===== src/rtl/rx_fifo.sv =====
// rx_fifo: byte FIFO between the UART receiver and its consumer, show-ahead read port.
// Latency: a wr rising edge stores w_data at the next clk edge; r_data follows rp combinationally.
// Backpressure: none toward the receiver; a write arriving while full without a pop is dropped.
//
// Parameters: B = data width, W = address width (depth 2^W).
// Ports:
//   clk, reset      system clock, synchronous active-high reset
//   wr, w_data      receiver done strobe (edge-detected) and its byte
//   rd              pop request, honoured only while not empty
//   r_data          oldest stored byte, valid while empty is 0
//   empty, full     registered occupancy flags
//   ovf             sticky overflow flag, present only when RX_FIFO_OVF_EN is defined
module rx_fifo #(
   parameter int B = 8,
   parameter int W = 4
) (
   input  logic         clk,
   input  logic         reset,
   input  logic         wr,
   input  logic [B-1:0] w_data,
   input  logic         rd,
   output logic [B-1:0] r_data,
   output logic         empty,
   output logic         full
`ifdef RX_FIFO_OVF_EN
  ,output logic         ovf
`endif
);

   localparam int DEPTH = 1 << W;

   logic [B-1:0] mem [DEPTH];
   logic [W-1:0] wp;
   logic [W-1:0] rp;
   logic [W-1:0] wp_inc;
   logic [W-1:0] rp_inc;
   logic         wr_q;
   logic         wr_pulse;
   logic         we;
   logic         re;

   assign wr_pulse = wr & ~wr_q;
   // While full, a write is only accepted if the same cycle frees a slot.
   assign we       = wr_pulse & (~full | rd);
   assign re       = rd & ~empty;
   assign wp_inc   = wp + 1'b1;
   assign rp_inc   = rp + 1'b1;

   assign r_data   = mem[rp];

   // Storage is not reset; only the pointers define what is valid.
   always_ff @(posedge clk) begin
      if (we && !reset) begin
         mem[wp] <= w_data;
      end
   end

   always_ff @(posedge clk) begin
      if (reset) begin
         // The strobe keeps being tracked through reset so a wr that is
         // already high when reset releases is not mistaken for a new byte.
         wr_q  <= wr;
         wp    <= '0;
         rp    <= '0;
         empty <= 1'b1;
         full  <= 1'b0;
      end else begin
         wr_q <= wr;
         if (we) begin
            wp <= wp_inc;
         end
         if (re) begin
            rp <= rp_inc;
         end
         // Flags only move when exactly one side is active.
         if (we && !re) begin
            empty <= 1'b0;
            full  <= (wp_inc == rp);
         end else if (re && !we) begin
            full  <= 1'b0;
            empty <= (rp_inc == wp);
         end
      end
   end

`ifdef RX_FIFO_OVF_EN
   always_ff @(posedge clk) begin
      if (reset) begin
         ovf <= 1'b0;
      end else if (wr_pulse && full && !rd) begin
         ovf <= 1'b1;
      end
   end
`endif

endmodule


===== config.mk =====
export PLATFORM = sky130hd
export DESIGN_NAME = rx_fifo
export DESIGN_NICKNAME = d
export VERILOG_FILES = /design/src/rtl/rx_fifo.sv
export SDC_FILE = /design/constraint.sdc
export NUM_CORES = 1
export LEC_CHECK = 0
export BUFFER_PORTS_ARGS = -buffer_cell sky130_fd_sc_hd__buf_2
export CAP_MARGIN = 10
export CELL_PAD_IN_SITES_DETAIL_PLACEMENT = 1
export CELL_PAD_IN_SITES_GLOBAL_PLACEMENT = 2
export CORE_MARGIN = 1
export CORE_UTILIZATION = 46
export DETAILED_ROUTE_END_ITERATION = 12
export PLACE_DENSITY_LB_ADDON = 0.1
export SETUP_SLACK_MARGIN = 0.3
export SLEW_MARGIN = 20
export SYNTH_ARGS = -nofsm -noshare
export SYNTH_HDL_FRONTEND = slang
export SYNTH_SLANG_ARGS = --single-unit

===== constraint.sdc =====
create_clock -name clk -period 2.62 [get_ports clk]
set_clock_uncertainty 0.05 [all_clocks]
set_input_delay 0.131 -clock clk [delete_from_list [all_inputs] [get_ports clk]]
set_output_delay 0.131 -clock clk [all_outputs]
set_load 0.03 [all_outputs]

==> summary.txt <==
Drt
  – Pre-antenna DRT Iters: 4
  – Detailed-route DRC error count: 0
  – Via count: 2889
  – Via density: about 5.5
  – WL final: 12700 um
  – DR iter-0 viols: roughly 210
  – Post-route ant nets: 0
  – Post-DR wirelength/cell: 24.3 um

Power and ir drop
  – Int Power: approximately 4200 uW
  – Net switching power: ~1000 uW
  – Sequential share of power: 0.483
  – Lkg Pwr: approximately 0.0022 uW
  – PwrDens: 773 nW/um^2
  – Tot Pwr: between 5000 and 6000 uW
  – Sw Share: 0.194
  – Worst IR Drop VDD: between 0.0004 and 0.0005 V
  – Clock power frac: 0.464
  – Combinational fraction of design power: 0.053

Critical path
  – Worst Path Buf+Inv: 2
  – Startpoint Class: register
  – R2R Setup Slk: ~0.74 ns
  – Setup crit end kind: output port
  – FF-to-FF path depth: 5
  – CP max-delay cell: mux4_1
  – Crit-path cells: buf_12, mux4_1, a22oi_1, nand2_1, buf_4
  – Critical R2R Launch: full$_SDFFE_PP0P_
  – Critical path arrival: between 2 and 2.5 ns
  – Crit-path leading delay family: multiplexers
  – Worst Path Max Fanout: 8
  – Slowest stage delay, CP: between 0.6 and 0.7 ns
  – Setup CP Type: reg -> out
  – Crit path required time: between 2 and 2.5 ns
  – RR Endpoint: mem[1][5]$_DFFE_PP_

Cells and area
  – Final net count: around 360
  – Most common cell after layout, fill and taps aside: edfxtp_1
  – Register area: between 4000 and 5000 sq um
  – Filler instances: roughly 1100
  – Area of the multi-input gates: around 1400 sq um
  – Diode count: 0
  – Most frequent cells in the layout: edfxtp_1 (128), nor2_1 (23), mux4_2 (21)
  – Share of cells above drive strength 1: 0.255
  – Area added between synthesis and finish: 18.4%

Floorplan
  – Die X: approximately 110 um
  – Cell Rows: 40
  – Initial Util: 0.472
  – Die Ht: 113 um
  – Die area: approximately 13000 sq um
  – Core ar.: 12100 sq um
  – Top Ports: 22

Placement
  – Placer Congestion: 0.712
  – Hpwl dp: 7550 um
  – I/O Buffers: 21

STA
  – Tightest Pin Transition: roughly 0.80 ns
  – Tmin final: ~2.3 ns
  – Setup repair after global routing missed its margin: yes
  – Final hold viol count: 0
  – Hold Worst Slack: between 0.06 and 0.07 ns
  – Fin. max-slew vios: 0
  – Setup TNS: 0 ns
  – Fmax achieved: between 400 and 500 MHz
  – Final Cycle Share: 0.864
  – Rel. slew slack: 0.461
  – Setup violators final: 0

GRT
  – First-pass GRT wire length: about 19000 um
  – Largest net degree at the start of global routing: 33
  – Initial antenna violation count: 0
  – Vias in the first global route: roughly 3000
  – GR Overflow Total: 0
  – Total Routing Usage GR: 0.216

Clock tree
  – Post-CTS Setup Inserts: 0
  – Clock sink total: 143
  – Num CTS Buffers: 17
  – CTS root buf: clkbuf_16
  – Worst-path clk slew: ~0.050 ns
  – Clk Latency, worst-skew pair: 0.41 ns
  – H-Tree Depth: 4
  – Max Buffers Root-to-Sink: 2
  – CTS tree: done

Synthesis
  – Post-Syn Nets: 312
  – Synth Area per Inst: 19.4 sq um
  – Mapped Area: 5690 sq um
  – Synth Instances: around 290
  – Library cells used by synthesis: 31
  – Number of synthesis warnings: 0
  – Part of the Yosys area used for sequential elements: 0.728
  – Yosys reg bits: approximately 140

Hold path
  – Worst Hold End: mem[4][0]$_DFFE_PP_
  – Worst hold stages: 1
  – Worst Hold Launch: w_data[0]
  – Hold crit path type: in -> reg

Job
  – Max Cap Viol: 0

Status
  – Status: completed
power groups by stage:
stage          sequential, uW  clock, uW  combinational (uW)
2_1_floorplan            2560          0                 164
3_3_place_gp             2560          0                 249
3_5_place_dp             2560          0                 253
4_1_cts                  2520       2460                 277
5_1_grt                  2520       2540                 298
6_report                 2520       2420                 277
kinds of logic after synthesis:
group | share of synthesized area
simple gates | 0.0530
compound gates | 0.0229
xor+xnor | 0.0231
fa+ha+maj | 0.0132
buf+inv | 0.0193
flops | 0.728
mux | 0.141
layer usage:
metal | GRT usage | up-vias | wire length [um]
met1 | 0.281 | 1518 | 5680
met5 | 0 | - | 0
met2 | 0.348 | 79 | 6290
li1 | - | 1278 | -
met3 | 0.0584 | 14 | 543
met4 | 0.0833 | 0 | 229
what timing repair did:
item	CTS	global route
endpoints found under the hold margin	3	0
pin swaps	0	1
hold buffers	2	0
gates resized for setup	5	11
endpoints found under the setup margin	6	13
cloned	2	0
through the flow:
| step | setup slack (ns) | instances | area [sq um] | util |
|---|---|---|---|---|
| after floorplan | 0.406 | 294 | 5690 | - |
| after global placement | 0.651 | 489 | 6070 | 0.503 |
| after detailed placement | 0.576 | 489 | 6070 | 0.503 |
| after CTS | 0.276 | 525 | 6730 | 0.558 |
| after global routing | 0.282 | 525 | 6740 | 0.559 |
| final | 0.356 | 525 | 6740 | 0.559 |
worst reg2reg max path, cell delays in order (launching register included):
cell     delay, ns
dfxtp_1       0.31
nor2b_1       0.20
nor4b_2       0.36
nand2_1       0.19
nor3_1        0.23
buf_4         0.24
synthesized netlist by cell type:
library cell	n	area (sq um)
a21oi_1	1	5.00
a22oi_1	16	120
and2_1	1	6.26
and2b_1	1	7.51
buf_2	4	20.0
buf_4	1	7.51
buf_6	3	33.8
clkbuf_1	2	7.51
clkdlybuf4s25_2	3	30.0
dfxtp_1	15	300
edfxtp_1	128	3840
ha_1	6	75.1
inv_1	3	11.3
mux2i_1	2	20.0
mux4_1	16	420
mux4_2	16	360
nand2_1	15	56.3
nand2b_1	3	18.8
nand3_1	4	20.0
nand4_1	1	6.26
nand4b_1	1	8.76
nor2_1	23	86.3
nor2b_1	3	18.8
nor3_1	4	20.0
nor3b_2	1	12.5
nor4_1	2	12.5
nor4b_1	2	17.5
nor4bb_1	1	10.0
o21ai_0	1	5.00
xnor2_1	10	87.6
xor2_1	5	43.8
state kept, by name, indices dropped and copies added (netlist names), named ones only:
register,cells
mem,128
rp,4
wp,4
empty,1
full,1
wr_q,1
worst max-delay path by stage:
stage               slack, ns  cells after the start         startpoint             endpoint
global route             0.28                      5           register            r_data[3]
floorplan                0.41                      4  full$_SDFFE_PP0P_  mem[3][0]$_DFFE_PP_
detailed placement       0.58                      5  full$_SDFFE_PP0P_  mem[1][2]$_DFFE_PP_
CTS                      0.28                      5           register            r_data[1]
finish                   0.36                      5           register            r_data[4]
global placement         0.65                      5  full$_SDFFE_PP0P_  mem[3][2]$_DFFE_PP_
layout make-up:
class                   count  share of cell area
repair buffers             44              0.0510
well taps                 168              0.0312
multi-input cells         135               0.214
clock buffers              23              0.0664
clock inverters             9              0.0208
flip-flops and latches    143               0.615
inverters                   3             0.00167
Power figures use the tool's default switching activity.
